File: src/rtl/multicycle_ctrl.sv
// -----------------------------------------------------------------------------
// multicycle_ctrl
// Main control FSM of the multicycle MIPS cpu. Every instruction is stepped
// through fetch / decode / execute / memory / writeback. The block drives all
// datapath enables and mux selects.
//
// Ports
//   clk, reset        rising-edge clock; synchronous active-high reset
//   op[5:0]           opcode (instr[31:26]) from the instruction register
//   zero              ALU zero flag, combinational in the same cycle
//   pcen              PC enable = pcwrite | (branch & zero)
//   memwrite          data memory write strobe
//   irwrite           instruction register load (FETCH only)
//   regwrite          register file write
//   iord              memory address select: 0 = PC, 1 = ALUOut
//   memtoreg          writeback select: 0 = ALUOut, 1 = Data
//   regdst            destination select: 0 = rt, 1 = rd
//   alusrca           ALU A select: 0 = PC, 1 = A
//   alusrcb[1:0]      ALU B select: 00 B, 01 4, 10 SignImm, 11 SignImm<<2
//   pcsrc[1:0]        next-PC select: 00 ALUResult, 01 ALUOut, 10 jump target
//   aluop[1:0]        ALU decoder: 00 add, 01 sub, 10 funct
//   state[STATE_W-1:0] current state, for debug
// -----------------------------------------------------------------------------
module multicycle_ctrl #(
   parameter int STATE_W = 4
) (
   input  logic               clk,
   input  logic               reset,
   input  logic [5:0]         op,
   input  logic               zero,
   output logic               pcen,
   output logic               memwrite,
   output logic               irwrite,
   output logic               regwrite,
   output logic               iord,
   output logic               memtoreg,
   output logic               regdst,
   output logic               alusrca,
   output logic [1:0]         alusrcb,
   output logic [1:0]         pcsrc,
   output logic [1:0]         aluop,
   output logic [STATE_W-1:0] state
);

   localparam logic [5:0] OP_RTYPE = 6'b000000;
   localparam logic [5:0] OP_LW    = 6'b100011;
   localparam logic [5:0] OP_SW    = 6'b101011;
   localparam logic [5:0] OP_BEQ   = 6'b000100;
   localparam logic [5:0] OP_ADDI  = 6'b001000;
   localparam logic [5:0] OP_J     = 6'b000010;

   typedef enum logic [STATE_W-1:0] {
      FETCH   = STATE_W'(0),
      DECODE  = STATE_W'(1),
      MEMADR  = STATE_W'(2),
      MEMRD   = STATE_W'(3),
      MEMWB   = STATE_W'(4),
      MEMWR   = STATE_W'(5),
      EXECUTE = STATE_W'(6),
      ALUWB   = STATE_W'(7),
      BRANCH  = STATE_W'(8),
      ADDIEX  = STATE_W'(9),
      ADDIWB  = STATE_W'(10),
      JUMP    = STATE_W'(11)
   } state_t;

   state_t state_q, state_d;
   logic   pcwrite, branch;

   always_ff @(posedge clk) begin
      if (reset) state_q <= FETCH;
      else       state_q <= state_d;
   end

   assign state = state_q;

   // Next state. op is only looked at in DECODE and MEMADR, where the IR
   // cannot change (irwrite is FETCH-only).
   always_comb begin
      state_d = FETCH;
      case (state_q)
         FETCH:   state_d = DECODE;
         DECODE: begin
            case (op)
               OP_LW, OP_SW: state_d = MEMADR;
               OP_RTYPE:     state_d = EXECUTE;
               OP_BEQ:       state_d = BRANCH;
               OP_ADDI:      state_d = ADDIEX;
               OP_J:         state_d = JUMP;
               default:      state_d = FETCH;   // unknown opcode: NOP
            endcase
         end
         MEMADR:  state_d = (op == OP_SW) ? MEMWR : MEMRD;
         MEMRD:   state_d = MEMWB;
         EXECUTE: state_d = ALUWB;
         ADDIEX:  state_d = ADDIWB;
         default: state_d = FETCH;              // writebacks, branch, jump, 12-15
      endcase
   end

   // Moore outputs from state; pcen additionally folds in zero.
   always_comb begin
      pcwrite  = 1'b0;
      branch   = 1'b0;
      memwrite = 1'b0;
      irwrite  = 1'b0;
      regwrite = 1'b0;
      iord     = 1'b0;
      memtoreg = 1'b0;
      regdst   = 1'b0;
      alusrca  = 1'b0;
      alusrcb  = 2'b00;
      pcsrc    = 2'b00;
      aluop    = 2'b00;
      case (state_q)
         FETCH:   begin irwrite = 1'b1; pcwrite = 1'b1; alusrcb = 2'b01; end
         DECODE:  alusrcb = 2'b11;
         MEMADR:  begin alusrca = 1'b1; alusrcb = 2'b10; end
         MEMRD:   iord = 1'b1;
         MEMWB:   begin regwrite = 1'b1; memtoreg = 1'b1; end
         MEMWR:   begin iord = 1'b1; memwrite = 1'b1; end
         EXECUTE: begin alusrca = 1'b1; aluop = 2'b10; end
         ALUWB:   begin regwrite = 1'b1; regdst = 1'b1; end
         BRANCH:  begin alusrca = 1'b1; aluop = 2'b01; pcsrc = 2'b01; branch = 1'b1; end
         ADDIEX:  begin alusrca = 1'b1; alusrcb = 2'b10; end
         ADDIWB:  regwrite = 1'b1;
         JUMP:    begin pcwrite = 1'b1; pcsrc = 2'b10; end
         default: ;                             // illegal: everything low
      endcase
      // Reset kills any in-flight write in the same cycle and parks the
      // selects at their FETCH values.
      if (reset) begin
         pcwrite  = 1'b0;
         branch   = 1'b0;
         memwrite = 1'b0;
         irwrite  = 1'b0;
         regwrite = 1'b0;
         iord     = 1'b0;
         memtoreg = 1'b0;
         regdst   = 1'b0;
         alusrca  = 1'b0;
         alusrcb  = 2'b01;
         pcsrc    = 2'b00;
         aluop    = 2'b00;
      end
   end

   assign pcen = pcwrite | (branch & zero);

endmodule
File: config.mk
export PLATFORM = sky130hd
export DESIGN_NAME = multicycle_ctrl
export DESIGN_NICKNAME = d
export VERILOG_FILES = /design/src/rtl/multicycle_ctrl.sv
export SDC_FILE = /design/constraint.sdc
export NUM_CORES = 1
export LEC_CHECK = 0
export ABC_AREA = 0
export BUFFER_PORTS_ARGS = -buffer_cell sky130_fd_sc_hd__buf_2
export CAP_MARGIN = 25
export CORE_AREA = 2 2 39 41
export CTS_CLUSTER_SIZE = 10
export DETAILED_ROUTE_END_ITERATION = 6
export DIE_AREA = 0 0 41 43
export PLACE_DENSITY = 0.71
export SLEW_MARGIN = 20
export SYNTH_ARGS = -nofsm -noshare
export SYNTH_HDL_FRONTEND = slang
export SYNTH_SLANG_ARGS = --single-unit
File: constraint.sdc
create_clock -name clk -period 1.35 [get_ports clk]
set_clock_uncertainty 0.1 [all_clocks]
set_input_delay 0.27 -clock clk [delete_from_list [all_inputs] [get_ports clk]]
set_output_delay 0.27 -clock clk [all_outputs]
set_load 0.1 [all_outputs]
==> impl_metrics.env, run 1 <==
export IMPL_synth_edf_count=0
export IMPL_synthSimpleGateAreaFrac_pct=47.81
export IMPL_die_h_um=43
export IMPL_outcome="aborted with a tool error"
export IMPL_post_cts_repair_setup_buffers=4
export IMPL_place_inst=126
export IMPL_synth_xor_xnor_area_share_pct=5.398
export IMPL_initial_core_util_pct=35.17
export IMPL_ys_flop_type="dfxtp_1"
export IMPL_ioPinCount=27
export IMPL_htree_levels=1
export IMPL_yosysUniqueCellTypes=36
export IMPL_synth_largest_area_cell="dfxtp_1"
export IMPL_post_dp_cell_area_sq_um=1219
export IMPL_cts_resized=18
export IMPL_die_w_um=41
export IMPL_dp_hpwl_um=1651
export IMPL_cts_buffer_depth=2
export IMPL_hold_buffers=0
export IMPL_netlist_top_cells_area="dfxtp_1, nor2_1, xor2_1, buf_2, nor3_2"
export IMPL_synth_fa_ha_area_share_pct=0
export IMPL_clock_sinks=4
export IMPL_synth_cells=66
export IMPL_synth_mux_area_share_pct=0
export IMPL_cts_made_buffers=3
export IMPL_io_buffer_count=26
export IMPL_avgSynthCellArea_sq_um=7.374
export IMPL_synth_compound_area_share_pct=23.91
export IMPL_ys_seq_area_share_pct=16.45
export IMPL_synth_top_family_by_area="simple AND/OR/NAND/NOR gates"
export IMPL_cts_root_buf="clkbuf_4"
export IMPL_fp_row_count=14
export IMPL_gp_congestion=0.8179
export IMPL_yosysWarnings=0
export IMPL_lastStage="4_1_cts"
export IMPL_synth_nets=75
export IMPL_ys_ff_latch=4
export IMPL_error_line="[ERROR DPL-0033] detailed placement checks failed during check placement."
export IMPL_synth_area_sq_um=486.7
export IMPL_synth_top_cell_area_share_pct=16.45
export IMPL_async_flop_share_pct=0
[cells in the mapped netlist (2+ instances only)]
library cell,n
dfxtp_1,4
nand2b_1,2
a21boi_1,2
nand3_1,2
nor2_1,10
nor3_1,3
nand2_1,2
a21oi_1,2
o21ai_0,2
xor2_1,3
and3_1,2
o21ai_1,2
or3_1,2
nor3_2,2
inv_1,2
buf_2,4
[per-stage QoR]
stage	util [%]	setup TNS, ns	hold WS (ns)	worst slack, ns
3_5_place_dp	88.07	-2.586	0.4641	-0.2684
3_3_place_gp	88.07	-2.073	0.4534	-0.2491
2_1_floorplan	-	-8.589	0.3547	-0.9168
[cells by family after synthesis]
kind of cell              count (synthesis)
xor gates and xnor gates                  3
DFF                                       4
AOI/OAI and AO/OA                        15
buffers and inverters                     7
and+or+nand+nor                          37
==> inputs of run 2 (changes only) <==
- CORE_AREA: 2 2 39 41 -> 2 2 63 65
- CTS_CLUSTER_SIZE: 10 -> not set
- DIE_AREA: 0 0 41 43 -> 0 0 65 67
- PLACE_DENSITY: 0.71 -> not set
- PLACE_DENSITY_LB_ADDON: not set -> 0.15
- clock period: 1.35 -> 1.8 ns (I/O delays scaled with it)
==> run 2 against run 1 <==
Net effect:
- the flow now finishes, with violations (setup timing)
- synthesized cell count stayed put
- area after synthesis stayed put
==> impl_metrics.env, run 2 <==
export IMPL_finish_utilization_pct=36.92
export IMPL_yosysMostFrequentCell="nor2_1"
export IMPL_synth_cells=66
export IMPL_synth_nets=75
export IMPL_grt_pass1_vias=700
export IMPL_track_usage_pct=9.566
export IMPL_antenna_found_initial=0
export IMPL_ioPinCount=27
export IMPL_cts_made_buffers=3
export IMPL_layout_cells_non_filler=162
export IMPL_holdPathStages=3
export IMPL_worst_pin_slew_ns=0.4829
export IMPL_fill_cells=384
export IMPL_ys_ff_latch=4
export IMPL_layout_common_cells="buf_4, buf_12, buf_2"
export IMPL_htree_levels=1
export IMPL_die_h_um=67
export IMPL_synth_largest_area_cell="dfxtp_1"
export IMPL_synth_mux_area_share_pct=0
export IMPL_largest_reg_flops=4
export IMPL_cpMaxStageDelayCell="or3b_4"
export IMPL_clk_pin_slew_ns=0.03
export IMPL_internal_power_mw=0.3195
export IMPL_reg2reg_slack_ns=0.46
export IMPL_vias_per_cell=4.160
export IMPL_async_flop_share_pct=0
export IMPL_place_inst=148
export IMPL_vias=674
export IMPL_ys_flop_type="dfxtp_1"
export IMPL_violations="setup timing"
export IMPL_slowest_delay_ns=0.46
export IMPL_yosysWarnings=0
export IMPL_crit_path_end_kind="primary output"
export IMPL_cp_arrival_ns=1.41
export IMPL_worstHoldStart="op[4]"
export IMPL_synth_edf_count=0
export IMPL_synth_compound_area_share_pct=23.91
export IMPL_die_area_sq_um=4355
export IMPL_worstSetupStartpointType="register"
export IMPL_p_per_area_nw_per_um2=377.9
export IMPL_r2r_start="state[0]"
export IMPL_grt_pass1_wl_um=3243
export IMPL_final_common_cell="buf_4"
export IMPL_switching_power_mw=0.1836
export IMPL_fin_nets=125
export IMPL_critPathMaxFanout=8
export IMPL_synth_top_family_by_area="simple AND/OR/NAND/NOR gates"
export IMPL_r2r_end="state[2]"
export IMPL_critical_path_class="reg2out"
export IMPL_synthSimpleGateAreaFrac_pct=47.81
export IMPL_clock_sinks=4
export IMPL_drc=0
export IMPL_drtIter0Drc=4
export IMPL_synth_area_sq_um=486.7
export IMPL_ant_nets=0
export IMPL_multi_input_area_sq_um=549.3
export IMPL_synth_fa_ha_area_share_pct=0
export IMPL_p_seq_share_pct=18.7
export IMPL_drv_slew=0
export IMPL_overflow=0
export IMPL_netlist_top_cells_area="dfxtp_1, nor2_1, xor2_1, buf_2, nor3_2"
export IMPL_min_to="state[3]"
export IMPL_synth_xor_xnor_area_share_pct=5.398
export IMPL_period_needed_ns=1.875
export IMPL_power_leakage_nw=0.5233
export IMPL_routedWlPerCell_um=11.36
export IMPL_rr_worst_depth=3
export IMPL_register_area_sq_um=95.09
export IMPL_hold_buffers=0
export IMPL_post_place_ws_ns=0.002112
export IMPL_diodes=0
export IMPL_ys_seq_area_share_pct=16.45
export IMPL_gp_congestion=0.7466
export IMPL_coreArea_sq_um=3606
export IMPL_outcome="finished with violations"
export IMPL_dp_hpwl_um=1442
export IMPL_fin_crit_sh_pct=104.1
export IMPL_ys_top_cells_by_count="nor2_1, buf_2, dfxtp_1, nor3_1, xor2_1"
export IMPL_pwr_share_clk_pct=37.2
export IMPL_synth_top_cell_area_share_pct=16.45
export IMPL_areaGrowthSynthToFinish_pct=173.5
export IMPL_swShare_pct=36.49
export IMPL_avgSynthCellArea_sq_um=7.374
export IMPL_die_w_um=65
export IMPL_setup_viol=6
export IMPL_yosysUniqueCellTypes=36
export IMPL_clock_fmax_mhz=533.4
export IMPL_drt_total_wl_um=1841
export IMPL_power_frac_comb_pct=44.1
export IMPL_cts_buffer_depth=2
export IMPL_fp_row_count=22
export IMPL_insertion_delay_ns=0.22
export IMPL_path_cells="or3b_4 > nor3_4 > buf_12"
export IMPL_relSlewSlack_pct=68.03
export IMPL_timing_final_hold_violations=0
export IMPL_hold_class="in2reg"
export IMPL_drt_pass1_iterations=2
export IMPL_fin_ws_ns=-0.07463
export IMPL_cap_violations=0
export IMPL_drive_above_1_share_pct=78.07
export IMPL_cts_root_buf="clkbuf_8"
export IMPL_io_buffer_count=26
export IMPL_rsz0062_at_grt="true"
export IMPL_initial_core_util_pct=13.50
export IMPL_ir_worst_vdd_uv=455.1
export IMPL_cp_required_ns=1.34
export IMPL_cts_tree="yes"
export IMPL_grt_max_degree=10
[run 2: timing repair]
item / 4_1_cts / 5_1_grt
setup buffers: 7 / 4
resized for setup: 5 / 12
setup endpoints to repair: 11 / 13
pin swaps: 7 / 9
hold endpoints to repair: 0 / 0
[run 2: kinds of logic (layout without fill, tap and decap cells)]
logic type | Yosys count | in the layout
XOR/XNOR | 3 | 3
buffers and inverters | 7 | 55
flip-flops | 4 | 4
AND/OR/NAND/NOR | 37 | 37
AO/OA/AOI/OAI | 15 | 15
[run 2: final cells by class]
cell class	count	share of cell area, %
multi-input cells	55	41.26
flip-flops and latches	4	7.143
well taps	48	4.511
repair buffers	49	42.95
inverters	3	1.034
clock buffers	3	3.101
[run 2: through the flow]
| step | instance area, sq um | hold WS, ns | TNS, ns | total power [mW] |
|---|---|---|---|---|
| 2_1_floorplan | 670.6 | 0.4447 | -3.641 | 0.2265 |
| 3_3_place_gp | 1145 | 0.5162 | 0 | 0.2995 |
| 3_5_place_dp | 1145 | 0.5150 | 0 | 0.3011 |
| 4_1_cts | 1260 | 0.3349 | -0.3559 | 0.5034 |
| 5_1_grt | 1331 | 0.3763 | -0.9451 | 0.5318 |
| 6_report | 1331 | 0.3400 | -0.3236 | 0.5031 |
[run 2: power by group through the flow]
| stage | registers, mW | clock network (mW) | logic (mW) |
|---|---|---|---|
| global route | 0.0954 | 0.202 | 0.234 |
| CTS | 0.0942 | 0.193 | 0.216 |
| detailed placement | 0.101 | 0 | 0.200 |
| global placement | 0.101 | 0 | 0.199 |
| floorplan | 0.114 | 0 | 0.112 |
| finish | 0.0941 | 0.187 | 0.222 |
[run 2: metal layers]
| metal | vias to the layer above | global-route usage (%) | routed length [um] |
|---|---|---|---|
| li1 | 346 | - | - |
| met1 | 309 | 11.65 | 825 |
| met3 | 0 | 2.703 | 79 |
| met4 | 0 | 1.596 | 0 |
| met2 | 19 | 16.88 | 936 |
| met5 | - | 0 | 0 |
[run 2: critical path, delay by kind of cell, from the launching register on]
kind / cells / cell delay, ns
and+or+nand+nor: 2 / 0.63
DFF: 1 / 0.37
buffers and inverters: 1 / 0.20
[run 2: how the worst max path moves through the flow]
stage                         from       end  cells past startpoint
after floorplan           state[2]  memtoreg                      3
after global placement       reset  aluop[0]                      4
after detailed placement     reset  aluop[0]                      4
after CTS                 state[3]  aluop[0]                      3
after global routing      state[3]  pcsrc[0]                      3
final                     state[2]  pcsrc[0]                      3
No activity file was read; power rests on OpenSTA's default activity.
==> inputs of run 3 (changes only) <==
- CAP_MARGIN: 25 -> 30
- PLACE_DENSITY: not set -> 0.31
- PLACE_DENSITY_LB_ADDON: 0.15 -> not set
==> run 3 against run 2 <==
Net effect:
- the run still ends with setup timing left
- largest power group unchanged
- sequential cell count did not move
- critical path depth did not move
- die area did not move
- total power fell by 1.4%
- largest cell class unchanged
- global-route usage fell by 0.60 points
==> impl_metrics.env, run 3 (synthesized netlist as in run 2, its figures left out) <==
export IMPL_clk_pin_slew_ns=0.03
export IMPL_htree_levels=1
export IMPL_post_dp_cell_area_sq_um=1130
export IMPL_critPathMaxFanout=8
export IMPL_diodes=0
export IMPL_overflow=0
export IMPL_cap_violations=0
export IMPL_rr_worst_depth=5
export IMPL_stdcell_area_sq_um=1325
export IMPL_antenna_found_initial=0
export IMPL_worstHoldStart="op[4]"
export IMPL_track_usage_pct=8.968
export IMPL_drt_total_wl_um=1929
export IMPL_die_area_sq_um=4355
export IMPL_swShare_pct=35.89
export IMPL_timing_final_hold_violations=0
export IMPL_drtIter0Drc=5
export IMPL_power_frac_comb_pct=44.4
export IMPL_fin_nets=128
export IMPL_largest_reg_flops=4
export IMPL_crit_path_end_kind="primary output"
export IMPL_drt_pass1_iterations=3
export IMPL_p_seq_share_pct=19.1
export IMPL_critPathLaunch="state[3]"
export IMPL_areaGrowthSynthToFinish_pct=172.2
export IMPL_drive_above_1_share_pct=76.07
export IMPL_setup_tns_ns=-0.2713
export IMPL_routedWlPerCell_um=11.69
export IMPL_vias=668
export IMPL_cts_buffer_depth=2
export IMPL_coreArea_sq_um=3606
export IMPL_r2r_end="state[2]"
export IMPL_internal_power_mw=0.3181
export IMPL_drv_slew=0
export IMPL_outcome="finished with violations"
export IMPL_die_w_um=65
export IMPL_period_needed_ns=1.874
export IMPL_die_h_um=67
export IMPL_cts_root_buf="clkbuf_8"
export IMPL_vias_per_cell=4.048
export IMPL_grt_max_degree=11
export IMPL_io_buffer_count=26
export IMPL_setup_viol=7
export IMPL_insertion_delay_ns=0.21
export IMPL_drc=0
export IMPL_r2r_start="state[1]"
export IMPL_worstSetupStartpointType="register"
export IMPL_fin_crit_sh_pct=104.1
export IMPL_ir_worst_vdd_uv=296.3
export IMPL_cts_tree="yes"
export IMPL_hold_class="in2reg"
export IMPL_clock_sinks=4
export IMPL_violations="setup timing"
export IMPL_p_per_area_nw_per_um2=374.4
export IMPL_cp_arrival_ns=1.41
export IMPL_grt_pass1_wl_um=3077
export IMPL_power_leakage_nw=0.5285
export IMPL_pwr_share_clk_pct=36.5
export IMPL_ant_nets=0
export IMPL_worst_pin_slew_ns=0.4842
export IMPL_gp_congestion=0.7040
export IMPL_dp_hpwl_um=1457
export IMPL_clock_fmax_mhz=533.5
export IMPL_fp_row_count=22
export IMPL_ioPinCount=27
export IMPL_fin_ws_ns=-0.07431
export IMPL_cp_required_ns=1.34
export IMPL_layout_common_cells="buf_4, buf_12, buf_2"
export IMPL_switching_power_mw=0.1780
export IMPL_endpoint="pcsrc[0]"
export IMPL_relSlewSlack_pct=67.94
export IMPL_rsz0062_at_grt="true"
export IMPL_final_common_cell="buf_4"
export IMPL_grt_pass1_vias=643
export IMPL_critical_path_class="reg2out"
export IMPL_cts_made_buffers=3
export IMPL_reg2reg_slack_ns=0.41
export IMPL_initial_core_util_pct=13.50
-- run 3: area by class of cell --
type | count | area (sq um)
repair buffers | 52 | 578.1
well taps | 48 | 60.06
clock buffers | 3 | 41.29
fillers | 374 | 2281
inverters | 3 | 13.76
multi-input cells | 55 | 536.8
flip-flops and latches | 4 | 95.09
-- run 3: critical path, cell delays in order (launching register included) --
cell and delay, ns:
dfxtp_4 0.38, or3b_4 0.45, nor3_4 0.17, buf_12 0.20
-- run 3: worst min path at each step --
stage	cells past startpoint	endpoint	slack, ns
6_report	3	state[3]	0.35
5_1_grt	3	state[3]	0.37
4_1_cts	3	state[3]	0.34
3_5_place_dp	2	state[0]	0.50
3_3_place_gp	2	state[0]	0.51
2_1_floorplan	2	state[3]	0.44
-- run 3: layer usage --
metal	vias to the layer above	share of wire [%]	track usage, %	wire length [um]
met3	0	4.1	2.027	80
li1	349	-	-	-
met2	18	50	14.56	973
met5	-	0	0	0
met4	0	0	1.596	0
met1	301	45	12.17	875
-- run 3: what timing repair did --
action                                 in CTS  in global routing
setup endpoints to repair                  10                 12
setup buffers                               8                  6
cloned                                      0                  0
endpoints found under the hold margin       0                  0
hold buffers                                0                  0
resized for setup                           3                  9
pin swaps                                   3                 11
-- run 3: power groups by stage --
| stage | Sequential, mW | Clock (mW) | Combinational, mW |
|---|---|---|---|
| 2_1_floorplan | 0.114 | 0 | 0.112 |
| 3_3_place_gp | 0.101 | 0 | 0.198 |
| 3_5_place_dp | 0.100 | 0 | 0.199 |
| 4_1_cts | 0.0941 | 0.186 | 0.214 |
| 5_1_grt | 0.0955 | 0.195 | 0.232 |
| 6_report | 0.0946 | 0.181 | 0.220 |
-- run 3: through the flow --
| step | setup slack [ns] | hold slack (ns) | util, % | power [mW] | instances |
|---|---|---|---|---|---|
| finish | -0.07431 | 0.3473 | 36.75 | 0.4962 | 165 |
| global route | -0.1248 | 0.3750 | 36.75 | 0.5222 | 165 |
| floorplan | -0.5568 | 0.4447 | - | 0.2265 | 66 |
| global placement | 0.006147 | 0.5116 | 31.33 | 0.2989 | 148 |
| CTS | -0.08683 | 0.3439 | 34.46 | 0.4939 | 159 |
| detailed placement | -0.002571 | 0.5016 | 31.33 | 0.2993 | 148 |
